### config.mk
export PLATFORM = sky130hd
export DESIGN_NAME = gpio_result_transmitter
export DESIGN_NICKNAME = d
export VERILOG_FILES = /design/src/rtl/gpio_result_transmitter.sv
export SDC_FILE = /design/constraint.sdc
export NUM_CORES = 1
export LEC_CHECK = 0
export BUFFER_PORTS_ARGS = -buffer_cell sky130_fd_sc_hd__buf_2
export CAP_MARGIN = 20
export CORE_ASPECT_RATIO = 1.25
export CORE_MARGIN = 2
export CORE_UTILIZATION = 61
export CTS_CLUSTER_SIZE = 10
export DETAILED_ROUTE_END_ITERATION = 10
export PLACE_DENSITY = 0.9
export SLEW_MARGIN = 40
export SYNTH_ARGS = -nofsm -noshare
export SYNTH_HDL_FRONTEND = slang
export SYNTH_SLANG_ARGS = --single-unit
### constraint.sdc
create_clock -name clk -period 6.87 [get_ports clk]
set_input_delay 0.3435 -clock clk [delete_from_list [all_inputs] [get_ports clk]]
set_output_delay 0.3435 -clock clk [all_outputs]
set_load 0.05 [all_outputs]
### src/rtl/gpio_result_transmitter.sv
// Queues filtered result bytes and hands them to a Raspberry Pi over an 8-bit bus
// with a strobe/ack handshake, dropping any byte the Pi fails to acknowledge in time.
module gpio_result_transmitter #(
   parameter int FIFO_DEPTH   = 4,
   parameter int SETUP_CYCLES = 2,
   parameter int ACK_TIMEOUT  = 1000
) (
   input  logic       clk,
   input  logic       rst,
   input  logic [7:0] in_data,
   input  logic       in_valid,
   output logic       in_ready,
   output logic [7:0] rpi_gpio_tri_io_o,
   output logic       rpi_strobe_o,
   input  logic       rpi_ack_i,
   output logic [4:0] fifo_level,
   output logic       timeout_pulse,
   output logic [7:0] drop_count
);

   localparam int PTR_W = (FIFO_DEPTH > 1) ? $clog2(FIFO_DEPTH) : 1;

   typedef enum logic [1:0] {
      IDLE,
      SETUP,
      STROBE_HI,
      STROBE_LO
   } state_t;

   state_t           state_q, state_d;
   logic [7:0]       mem_q [FIFO_DEPTH];
   logic [PTR_W-1:0] wr_ptr_q, wr_ptr_d;
   logic [PTR_W-1:0] rd_ptr_q, rd_ptr_d;
   logic [4:0]       level_q, level_d;
   logic             ack_meta_q, ack_meta_d;
   logic             ack_s_q, ack_s_d;
   logic [3:0]       setup_cnt_q, setup_cnt_d;
   logic [15:0]      tmo_cnt_q, tmo_cnt_d;
   logic [7:0]       bus_q, bus_d;
   logic             strobe_q, strobe_d;
   logic             tmo_pulse_q, tmo_pulse_d;
   logic [7:0]       drop_q, drop_d;
   logic             push;
   logic             pop;

   assign in_ready = !rst && (level_q < 5'(FIFO_DEPTH));
   assign push     = in_valid && in_ready;

   always_comb begin
      // NOTE: every signal assigned here gets a default first, so no path can infer a latch.
      state_d     = state_q;
      bus_d       = bus_q;
      setup_cnt_d = setup_cnt_q;
      tmo_cnt_d   = tmo_cnt_q;
      tmo_pulse_d = 1'b0;
      drop_d      = drop_q;
      pop         = 1'b0;
      ack_meta_d  = rpi_ack_i;
      ack_s_d     = ack_meta_q;

      case (state_q)
         IDLE: begin
            if ((level_q != 5'd0) && !ack_s_q) begin
               bus_d       = mem_q[rd_ptr_q];
               setup_cnt_d = 4'(SETUP_CYCLES);
               state_d     = SETUP;
            end
         end
         SETUP: begin
            if (setup_cnt_q == 4'd0) begin
               tmo_cnt_d = '0;
               state_d   = STROBE_HI;
            end else begin
               setup_cnt_d = setup_cnt_q - 4'd1;
            end
         end
         STROBE_HI: begin
            // An ack arriving on the last allowed cycle still completes the transfer.
            if (ack_s_q) begin
               state_d = STROBE_LO;
            end else if (tmo_cnt_q == 16'(ACK_TIMEOUT - 1)) begin
               pop         = 1'b1;
               tmo_pulse_d = 1'b1;
               if (drop_q != 8'hFF) drop_d = drop_q + 8'd1;
               state_d     = IDLE;
            end else begin
               tmo_cnt_d = tmo_cnt_q + 16'd1;
            end
         end
         STROBE_LO: begin
            if (!ack_s_q) begin
               pop     = 1'b1;
               state_d = IDLE;
            end
         end
         default: state_d = IDLE;
      endcase

      strobe_d = (state_d == STROBE_HI);
      wr_ptr_d = push ? wr_ptr_q + PTR_W'(1) : wr_ptr_q;
      rd_ptr_d = pop  ? rd_ptr_q + PTR_W'(1) : rd_ptr_q;
      level_d  = level_q + 5'(push) - 5'(pop);
   end

   // NOTE: sequential state uses non-blocking assignments so every flop samples pre-edge values.
   always_ff @(posedge clk) begin
      if (rst) begin
         state_q     <= IDLE;
         wr_ptr_q    <= '0;
         rd_ptr_q    <= '0;
         level_q     <= '0;
         ack_meta_q  <= 1'b0;
         ack_s_q     <= 1'b0;
         setup_cnt_q <= '0;
         tmo_cnt_q   <= '0;
         bus_q       <= 8'h00;
         strobe_q    <= 1'b0;
         tmo_pulse_q <= 1'b0;
         drop_q      <= 8'h00;
      end else begin
         state_q     <= state_d;
         wr_ptr_q    <= wr_ptr_d;
         rd_ptr_q    <= rd_ptr_d;
         level_q     <= level_d;
         ack_meta_q  <= ack_meta_d;
         ack_s_q     <= ack_s_d;
         setup_cnt_q <= setup_cnt_d;
         tmo_cnt_q   <= tmo_cnt_d;
         bus_q       <= bus_d;
         strobe_q    <= strobe_d;
         tmo_pulse_q <= tmo_pulse_d;
         drop_q      <= drop_d;
      end
   end

   // NOTE: FIFO storage is not reset; pointers and level qualify every read.
   always_ff @(posedge clk) begin
      if (push) mem_q[wr_ptr_q] <= in_data;
   end

   assign rpi_gpio_tri_io_o = bus_q;
   assign rpi_strobe_o      = strobe_q;
   assign fifo_level        = level_q;
   assign timeout_pulse     = tmo_pulse_q;
   assign drop_count        = drop_q;

endmodule

Word-level counts from Yosys, hierarchy flattened
Memories as Yosys holds them, arrays and structs flattened. A register that Yosys moved wholly into a read port is not among the register bits. Index checks and enable logic that the tools add are counted.

Register bits after elaboration: 43. Memory bits (writable): 32. Output and inout bits: 24. Memories: 1.

Add/sub/neg operators: 7. $lt $le $gt $ge: 1. Eq/ne operators: 11. Multiplexer cells: 19. Bitwise gates (word level): 2. Reduce and logical (&&, ||, !) cells: 15.

Memory list: mem_q (depth 4, bits a word 8, read ports 1, clocked after Yosys merged registers in 1, wr ports 1, RTL line 31) `logic [7:0] mem_q [FIFO_DEPTH];`.

Operator list (number): $mux 16 (3); $pmux 16 s2 (1); $add 16x1->16 const B (1); $eq 16x10->1 const B (1); $mux 2 (5); $ne 2x2->1 const B (5); $add 8x1->8 const B (1); $mux 4 (2); $ne 8x8->1 const B (1); $pmux 2 s4 (1); $pmux 4 s2 (1); $reduce_and 4->1 (2); $eq 2x2->1 const B (3); $add 5x1->5 (1); $lt 5x3->1 const B (1); $mux 1 (5); $reduce_bool 5->1 (1); $sub 5x1->5 (1); $add 2x1->2 const B (2); $logic_not 4->1 (1); $reduce_bool 2->1 (2); $sub 4x1->4 const B (1); $logic_and 1x1->1 (3); $reduce_and 3->1 (1); other kinds (7) (9).

Depth between registers and ports, before layout
Gate-level depths: netlist (run 1).

Word-level depth: 5. Depth in mapped cells: 13. Gate-level depth less buffers: 12.

Worst setup path before layout (run 1)
Ideal clock, no wire load.

Path type: reg-to-reg. From: reg level_q[3] (netlist: fifo_level[3]). To: reg level_q[4] (netlist: fifo_level[4]). Library setup time: 0.128 ns. Arrival: 2.517 ns. Data required time: 6.742 ns. Setup slack: 4.226 ns. Cell stages (with the launch flop): 14. Buffers on the path: 1. Path through: dfxtp_1 > inv_1 > ha_1 > nor4bb_1 > clkbuf_1 > inv_1 > ha_1 > inv_1 > ha_1 > fa_1 > a21oi_1 > o21bai_1 > xor2_1 > nor2_1.

Cells in the longest elaborated chain, start to end: 5.

Ends and longest elaborated chain: start, declared (RTL line 34) `logic [4:0] level_q, level_d;`; start signal, assigned (RTL line 124) `level_q <= level_d;`; $lt 5x3->1 (RTL line 46) `assign in_ready = !rst && (level_q < 5'(FIFO_DEPTH));`; $logic_and 1x1->1 (RTL line 46); $logic_and 1x1->1 (RTL line 47) `assign push = in_valid && in_ready;`; $add 5x1->5 (*) (RTL line 102) `level_d = level_q + 5'(push) - 5'(pop);`; $sub 5x1->5 (*) (RTL line 102).

Every way passes the cells marked *; elsewhere a longest branch is shown, timed or not. A chain may end at the register's enable or synchronous reset.

Worst setup path in the final report (run 1)
Same ends and word-level chain as after synthesis.

==> results of run 1 <==
==> critical path, cell delays in order, from the launching register on <==
cell and delay, ns:
dfxtp_1 0.32, inv_1 0.11, ha_1 0.17, nor4bb_2 0.55
inv_1 0.10, ha_1 0.30, inv_1 0.04, ha_1 0.20
fa_1 0.41, a21oi_1 0.16, o21bai_1 0.08, xor2_1 0.14
nor2_1 0.05
==> cell families (layout without fill, tap and decap cells) <==
| group | after synthesis | count (layout) | share of synthesized area, % |
|---|---|---|---|
| xor gates and xnor gates | 6 | 6 | 1.39 |
| buffers and inverters | 34 | 68 | 3.88 |
| muxes | 19 | 19 | 7.74 |
| adders and majority gates | 15 | 15 | 5.18 |
| AOI/OAI and AO/OA | 69 | 69 | 11.5 |
| and+or+nand+nor | 112 | 112 | 17.7 |
| DFF | 83 | 83 | 52.6 |
==> how the worst max path moves through the flow <==
stage / from / endpoint / slack [ns]
after floorplan: fifo_level[3] / fifo_level[4] / 4.23
after global placement: rst / fifo_level[4] / 3.71
after detailed placement: rst / fifo_level[4] / 3.85
after CTS: fifo_level[3] / fifo_level[4] / 4.07
after global routing: tmo_cnt_q[0] / fifo_level[4] / 3.78
final: fifo_level[3] / fifo_level[4] / 4.11
==> Yosys cell counts (3+ instances only) <==
cell	n
edfxtp_1	32
and4_1	4
and2_1	6
a311oi_1	3
nand4_1	8
a21oi_1	27
xnor2_1	3
clkbuf_1	9
xor2_1	3
nor2b_1	10
a31oi_1	5
ha_1	14
nor3b_1	3
mux4_2	8
dfxtp_1	51
nor2_1	20
or3_1	7
or4_1	10
nand2_1	14
buf_2	4
nand3_1	11
o21ai_0	11
a211oi_1	4
mux2i_1	10
o31ai_1	8
nor3_1	5
inv_1	15
==> sequential cells by signal, summed over array words and instances (netlist names), 2 cells and up <==
| signal | cells |
|---|---|
| setup_cnt_q | 4 |
| tmo_cnt_q | 16 |
| wr_ptr_q | 2 |
| fifo_level | 5 |
| rpi_gpio_tri_io_o | 8 |
| mem_q | 32 |
| state_q | 2 |
| drop_count | 8 |
| rd_ptr_q | 2 |
==> power by group <==
group | switching [mW] | internal (mW)
Combinational | 0.309 | 0.164
Sequential | 0.0453 | 0.567
Clock | 0.185 | 0.137
Total | 0.540 | 0.868
==> stage by stage <==
stage / std cells / util (%)
floorplan: 338 / -
global placement: 440 / 65.3
detailed placement: 441 / 65.5
CTS: 457 / 68.5
global route: 457 / 68.5
finish: 457 / 68.5
==> metal layers <==
layer / up-vias / routed length, µm
met4: 0 / 137
met5: - / 0
met2: 58 / 3800
met1: 1297 / 2830
li1: 1326 / -
met3: 10 / 225
==> final cells by class <==
class	instances	area, µm²	area share, %
sequential	83	1980	47.5
clock buffer	9	124	2.97
tap	85	106	2.55
timing repair buffer	37	188	4.50
inverter	15	56.3	1.35
multi-input combinational	221	1660	39.7
clock inverter	7	57.6	1.38
==> results.yml, run 1 <==
status:
  status: "complete, no violations"
place:
  placed_cell_area_um2: 3990
  gp_routability_congestion: 0.811
  dpl.hpwl_um: 4950
  portBuffers: 35
  pre_cts_slack_ns: 3.85
cts:
  post_cts_setup_buffer_count: 0
  cts_hold_buffers: 0
  cts.path.max_buffers: 2
  cts.reportedPaths.clkPinSlew_ns: 0.09
  post_cts_resized: 0
  clkLatencyLatePin_ns: 0.35
  clock-sinks: 83
  cts_tree: "yes"
  cts-root-buf: "clkbuf_8"
  htree_num_levels: 3
  tritoncts.num_buffers: 9
grt:
  grt_pass1_wl_um: 11700
  global_route_met2_utilization_pct: 39.4
  grt_max_degree: 43
  grt.met1_usage_pct: 26.7
  first_global_vias: 2557
  gr-max-usage-layer: "met2"
  grtUsageTotal_pct: 22.7
  antenna_violations_before_repair: 0
  global_route.usage.met3_pct: 4.51
  grt_remaining_overflow: 0
sta:
  tightest_pin_transition_ns: 0.724
  setup_violations: 0
  timing.final.crit_period_ns: 2.76
  finalMaxSlewViolations: 0
  grt_setup_unrepaired: "false"
  slew_headroom_pct: 51.8
  hold_slack_ns: 0.192
  fin_worst_skew_ns: 0.00650
  tns_ns: 0
  achievable-frequency_mhz: 362
  timing_hold_violations_final: 0
  finalWorstSetupSlack_ns: 4.11
  min_period_over_period_pct: 40.2
floorplanning:
  die_area_um2: 6830
  die_w_um: 74.3
  die-height_um: 91.9
  initial_utilization_pct: 61.9
  num_rows: 32
  core_area_um2: 6090
  io_pins: 36
final_layout:
  post_route_cells_drive_above_1_share_pct: 19.1
  filler_cell_count: 453
  layout_common_cells: "51 x dfxtp_1, 36 x buf_2, 32 x edfxtp_1, 26 x a21oi_1, 20 x nor2_1"
  n_antenna_cell: 0
  area.growth.synth_to_final_pct: 10.7
  final_cell_area_um2: 4170
  mostFrequentLayoutCell: "dfxtp_1"
  finalNetCount: 394
synth:
  predominant_post_synthesis_flop_cell: "dfxtp_1"
  share_of_flip_flops_with_an_asynchronous_set_or_reset_pct: 0
  yosys.area.top_type_share_pct: 27.1
  ys_top_cells_by_area: "dfxtp_1 27%, edfxtp_1 25%, mux4_2 4.8%"
  synthesis.nets: 365
  syn_area_um2: 3770
  yosys_warnings: 0
  ys_seq_elements: 83
  post_synth_num_cell_types: 56
  avgSynthCellArea_um2: 11.1
  synth.yosys.seq_area_share_pct: 52.6
  synth_largest_area_cell: "dfxtp_1"
  synth_edf_count: 32
  syn-instance-count: 338
setup_path:
  critical_path_arrival_ns: 2.98
  timing.critical_path.required_ns: 7.09
  r2r-start: "fifo_level[3]"
  crit-reg2reg-capture: "fifo_level[4]"
  worst_setup_path_start_kind: "flip-flop"
  worstRegToRegCells: 12
  worstPathMaxFanout: 8
  kind_of_capture_point_of_the_worst_setup_path: "flip-flop"
  crit_path_class: "flip-flop to flip-flop"
  worst-r2r-setup-slack_ns: 4.11
drt:
  route.detailed.drc: 0
  initialDrtViolationCount: 188
  route.detailed.wl_per_inst_um: 15.3
  post_drt_via_cell_ratio: 5.89
  first_pass_iters: 5
  via_count: 2691
  antenna_violating_nets_post_route: 0
  totalWireLength_um: 7000
worst_hold_path:
  hold_end: "ack_meta_q"
  hold-path-cell-count: 2
  min_from: "rpi_ack_i"
  class_of_the_tightest_hold_or_removal_check: "input pin to flip-flop"
pwr:
  leakagePower_nw: 1.48
  power.total_mw: 1.41
  ir_worst_vdd_v: 0.000260
  power_density_nw_per_um2: 338
job:
  drv.max_cap_violation_count: 0
No activity file was read; power rests on OpenSTA's default activity.
==> run 2: changes to the inputs <==
CORE_UTILIZATION = 59   (was 61)
PLACE_DENSITY = 0.87   (was 0.9)
clock period = 2.7 ns   (was 6.87 ns; I/O delays follow)
==> run 2 against run 1 <==
Net effect:
- sequential share of layout area decreased by 2.5 points
- utilization is 3.1 points higher
- hold slack gained 0.16 ns
- count of clock-buffer cells in the layout stayed put
- sequential power grew to 2.5 times the previous value
- non-clock buffer count rose by 21
- largest cell class unchanged
- highest routed layer unchanged
==> results.yml, run 2 (synthesis results as in run 1) <==
final_layout:
  max_reg_flops: 32
  filler_cell_count: 438
  n_antenna_cell: 0
  register_area_um2: 1990
  finalNonFillerCells: 478
  finalNetCount: 415
  area.growth.synth_to_final_pct: 17.1
  register_with_the_most_flip_flops: "mem_q"
  mostFrequentLayoutCell: "dfxtp_1"
  post_route_cells_drive_above_1_share_pct: 22.6
  multi_input_comb_area_um2: 1690
  layout_common_cells: "50 x dfxtp_1, 35 x buf_2, 32 x edfxtp_1, 27 x a21oi_1, 20 x nor2_1"
  layout_top_registers: "mem_q x32, tmo_cnt_q x16"
setup_path:
  kind_of_capture_point_of_the_worst_setup_path: "flip-flop"
  critical_path_arrival_ns: 2.81
  worst_setup_path_start_kind: "flip-flop"
  worstPathMaxFanout: 6
  crit_path_class: "flip-flop to flip-flop"
  timing.critical_path.required_ns: 2.93
grt:
  first_global_vias: 2776
  grt_pass1_wl_um: 12900
  grtUsageTotal_pct: 24.2
  antenna_violations_before_repair: 0
  grt_remaining_overflow: 0
  grt_max_degree: 42
drt:
  via_count: 2806
  route.detailed.wl_per_inst_um: 16.3
  initialDrtViolationCount: 163
  totalWireLength_um: 7790
  route.detailed.drc: 0
  post_drt_via_cell_ratio: 5.87
  first_pass_iters: 5
  antenna_violating_nets_post_route: 0
pwr:
  power_density_nw_per_um2: 856
  power.total_mw: 3.78
  ir_worst_vdd_v: 0.000735
  leakagePower_nw: 1.58
floorplanning:
  initial_utilization_pct: 61.1
  die-height_um: 93.4
  die_area_um2: 7050
  core_area_um2: 6170
  die_w_um: 75.5
  io_pins: 36
  num_rows: 32
place:
  portBuffers: 35
  dpl.hpwl_um: 5000
  gp_routability_congestion: 0.870
  post-place-cells: 450
sta:
  timing_hold_violations_final: 0
  achievable-frequency_mhz: 387
  slew_headroom_pct: 58.5
  grt_setup_unrepaired: "false"
  timing.final.crit_period_ns: 2.58
  tightest_pin_transition_ns: 0.621
  fin_worst_skew_ns: 0.0139
  min_period_over_period_pct: 95.7
  setup_violations: 0
  finalMaxSlewViolations: 0
cts:
  clkLatencyLatePin_ns: 0.36
  clock-sinks: 83
  htree_num_levels: 3
  cts.reportedPaths.clkPinSlew_ns: 0.09
  cts-root-buf: "clkbuf_8"
  cts_tree: "yes"
  cts.path.max_buffers: 2
  tritoncts.num_buffers: 9
worst_hold_path:
  class_of_the_tightest_hold_or_removal_check: "input pin to flip-flop"
status:
  status: "complete, no violations"
job:
  drv.max_cap_violation_count: 0
## run 2: cell count changes in the layout (fill, tap and decap cells not counted), moves of 2 or more
cell,previous run,this run
inv_6,4,2
buf_4,1,13
ha_1,14,12
ha_2,0,2
dlygate4sd3_1,0,9
## run 2: what timing repair did
item                                    in CTS  in global routing
hold buffers                                 9                  0
buffers inserted                             0                  2
pin swaps                                    2                  3
hold endpoints to repair                    33                  0
gates resized for setup                      4                  7
endpoints found under the setup margin       1                  1
## run 2: path summary, 6_finish.rpt
check	depth (start not counted)	startpoint	to	slack, ns
max	12	tmo_cnt_q[0]	fifo_level[4]	0.12
min	3	rst	state_q[1]	0.35
max reg2reg	12	tmo_cnt_q[0]	fifo_level[4]	0.12
min reg2reg	1	ack_meta_q	ack_s_q	0.45
## run 2: final cells by class
type | instances | share of cell area [%]
Clock buffer | 9 | 2.81
Sequential cell | 83 | 45.0
Timing Repair Buffer | 58 | 8.33
Clock inverter | 7 | 1.90
Tap cell | 85 | 2.41
Multi-Input combinational cell | 221 | 38.3
Inverter | 15 | 1.28
## run 2: routing by layer
layer  GRT usage [%]  share of wire (%)  wire length, µm  vias to the layer above
li1                -                  -                -                     1369
met1            29.8                 40             3130                     1361
met2            41.4                 54             4180                       65
met3            3.77                4.3              335                       11
met4            10.2                1.9              145                        0
met5               0                  0                0                        -
## run 2: metrics by stage
stage          hold slack [ns]  worst slack, ns  utilization, %  setup TNS (ns)  cell area, µm²
2_1_floorplan            0.234           0.0559               -               0            3770
3_3_place_gp             0.344            0.159            65.7               0            4050
3_5_place_dp             0.352          -0.0533            65.7         -0.0533            4050
4_1_cts                  0.327          0.00822            70.8               0            4360
5_1_grt                  0.367          0.00821            71.6               0            4410
6_report                 0.350            0.116            71.6               0            4410
## run 2: worst max-delay path, cell delays in order (launching register included)
cell and delay (ns):
dfxtp_4 0.37, ha_2 0.19, nor3b_4 0.16, a41oi_2 0.27, nor2b_2 0.08, ha_1 0.28, inv_1 0.04, ha_2 0.18
fa_2 0.36, a21oi_1 0.16, o21bai_1 0.09, xor2_1 0.20, nor2_1 0.07
## run 2: where the power goes
part / switching [mW] / leakage, nW / total (mW) / internal, mW
clock network: 0.490 / 0.102 / 0.934 / 0.444
registers: 0.111 / 0.704 / 1.55 / 1.44
logic: 0.827 / 0.771 / 1.29 / 0.464
==> run 3: changes to the inputs <==
CAP_MARGIN = unset   (was 20)
PLACE_DENSITY = unset   (was 0.87)
PLACE_DENSITY_LB_ADDON = 0.1   (was unset)
==> run 3 against run 2 <==
Net effect:
- sequential share of layout area increased by 0.19 points
- clock power decreased by 1%
- cell area decreased by 0.54%
- critical path type unchanged
==> results.yml, run 3 (synthesis results as in run 1) <==
status:
  status: "complete, no violations"
final_layout:
  max_reg_flops: 32
  layout_top_registers: "mem_q x32, tmo_cnt_q x16"
  layout_common_cells: "50 x dfxtp_1, 36 x buf_2, 32 x edfxtp_1, 26 x a21oi_1, 20 x nor2_1"
  finalNetCount: 414
  n_antenna_cell: 0
  finalCoreUtilization_pct: 71.2
  post_route_cells_drive_above_1_share_pct: 22.2
  mostFrequentLayoutCell: "dfxtp_1"
  area.growth.synth_to_final_pct: 16.5
  register_with_the_most_flip_flops: "mem_q"
cts:
  cts-root-buf: "clkbuf_8"
  htree_num_levels: 3
  cts.path.max_buffers: 2
  tritoncts.num_buffers: 9
  cts_tree: "yes"
  clock-sinks: 83
  clkLatencyLatePin_ns: 0.36
  cts.reportedPaths.clkPinSlew_ns: 0.09
grt:
  grt_max_degree: 42
  first_global_vias: 2655
  antenna_violations_before_repair: 0
  grt_remaining_overflow: 0
  grt_pass1_wl_um: 12100
  grtUsageTotal_pct: 22.9
setup_path:
  r2r-start: "tmo_cnt_q[0]"
  kind_of_capture_point_of_the_worst_setup_path: "flip-flop"
  critPathSlowestCell: "fa_1"
  worstPathMaxFanout: 6
  crit_path_class: "flip-flop to flip-flop"
  worst-r2r-setup-slack_ns: 0.11
  timing.critical_path.required_ns: 2.93
  worstRegToRegCells: 12
  path_common_cell: "ha_1"
  critical_path_arrival_ns: 2.82
  worst_setup_path_start_kind: "flip-flop"
  crit-reg2reg-capture: "fifo_level[4]"
  crit_path_cell_trace: "ha_1 > nor3b_2 > a41oi_2 > nor2b_2 > ha_1 > inv_1 > ha_1 > fa_1 > a21oi_2 > o21bai_1 > xor2_1 > nor2_1"
  crit_path_max_incr_delay_ns: 0.42
worst_hold_path:
  hold_end: "wr_ptr_q[0]"
  hold-path-cell-count: 5
  class_of_the_tightest_hold_or_removal_check: "input pin to flip-flop"
  min_from: "rst"
sta:
  timing.final.crit_period_ns: 2.59
  timing_hold_violations_final: 0
  finalMaxSlewViolations: 0
  fin_worst_skew_ns: 0.00915
  slew_headroom_pct: 56.5
  achievable-frequency_mhz: 386
  min_period_over_period_pct: 95.9
  setup_violations: 0
  tightest_pin_transition_ns: 0.652
drt:
  first_pass_iters: 4
  via_count: 2774
  post_drt_via_cell_ratio: 5.82
  initialDrtViolationCount: 160
  antenna_violating_nets_post_route: 0
  route.detailed.drc: 0
  route.detailed.wl_per_inst_um: 15.6
  totalWireLength_um: 7430
pwr:
  power_density_nw_per_um2: 856
  p_switching_mw: 1.40
  switching_share_pct: 37.2
  ir_worst_vdd_v: 0.000612
  power.total_mw: 3.76
  clockPowerShare_pct: 24.6
  leakagePower_nw: 1.58
  power.share.combinational_pct: 34.2
  sequentialPowerShare_pct: 41.2
  p_int_mw: 2.36
floorplanning:
  die-height_um: 93.4
  io_pins: 36
  die_w_um: 75.5
  num_rows: 32
  die_area_um2: 7050
  core_area_um2: 6170
  initial_utilization_pct: 61.1
place:
  gp_routability_congestion: 0.798
  dpl.hpwl_um: 4890
  portBuffers: 35
job:
  drv.max_cap_violation_count: 0
==> run 3: changes by cell type in the layout (fill, tap and decap cells not counted), sizes merged <==
| cell | delta |
|---|---|
| clkinv | -2 |
| clkbuf | -1 |
| clkinvlp | +1 |
| inv | +1 |
==> run 3: per-layer routing <==
metal	up-vias	global-route usage (%)	wire length, µm	share of wire [%]
met5	-	0	0	0
met4	0	11.0	151	2.0
met3	14	4.09	184	2.5
met2	47	39.2	3830	52
met1	1346	27.0	3260	44
li1	1367	-	-	-
==> run 3: power groups by stage <==
stage               logic, mW  clock network, mW  registers [mW]
detailed placement       1.25                  0            1.57
global route             1.39              0.988            1.57
finish                   1.28              0.925            1.55
global placement         1.23                  0            1.57
CTS                      1.27              0.941            1.55
floorplan               0.706                  0            1.81
==> run 3: worst max path at each step <==
stage / start / endpoint / slack [ns] / depth (start not counted)
final: tmo_cnt_q[0] / fifo_level[4] / 0.11 / 12
after global routing: tmo_cnt_q[0] / fifo_level[4] / -0.02 / 12
after CTS: fifo_level[3] / fifo_level[4] / 0.09 / 12
after detailed placement: tmo_cnt_q[10] / fifo_level[4] / -0.01 / 11
after global placement: tmo_cnt_q[0] / fifo_level[4] / 0.13 / 12
after floorplan: fifo_level[3] / fifo_level[4] / 0.06 / 13
==> run 3: what timing repair did <==
| action | in CTS | in global routing |
|---|---|---|
| setup buffers | 0 | 1 |
| pin swaps | 0 | 1 |
| setup endpoints to repair | 1 | 1 |
| gates resized for setup | 3 | 4 |
| hold buffers | 9 | 0 |
| hold endpoints to repair | 33 | 0 |
| gates cloned | 0 | 0 |
==> run 3: critical path, delay by kind of cell (launching register included) <==
family | cells | cell delay [ns]
buffers and inverters | 1 | 0.04
adders and majority gates | 4 | 1.11
and+or+nand+nor | 3 | 0.30
AOI/OAI and AO/OA | 3 | 0.52
DFF | 1 | 0.35
xor gates and xnor gates | 1 | 0.15
==> run 3: per-stage QoR <==
step	cells	hold slack (ns)	worst slack [ns]	TNS, ns	cell area (µm²)
final	477	0.306	0.112	0	4390
after global routing	477	0.347	-0.0199	-0.0199	4390
after CTS	476	0.303	0.0854	0	4370
after detailed placement	451	0.357	-0.0150	-0.0150	4050
after global placement	450	0.344	0.127	0	4050
after floorplan	338	0.234	0.0559	0	3770
==> run 3: cell type report <==
class	instances	area, µm²
clock buffers	9	124
clock inverters	7	82.6
fillers	492	1780
inverters	15	56.3
multi-input cells	221	1680
flip-flops and latches	83	1980
well taps	85	106
repair buffers	57	360
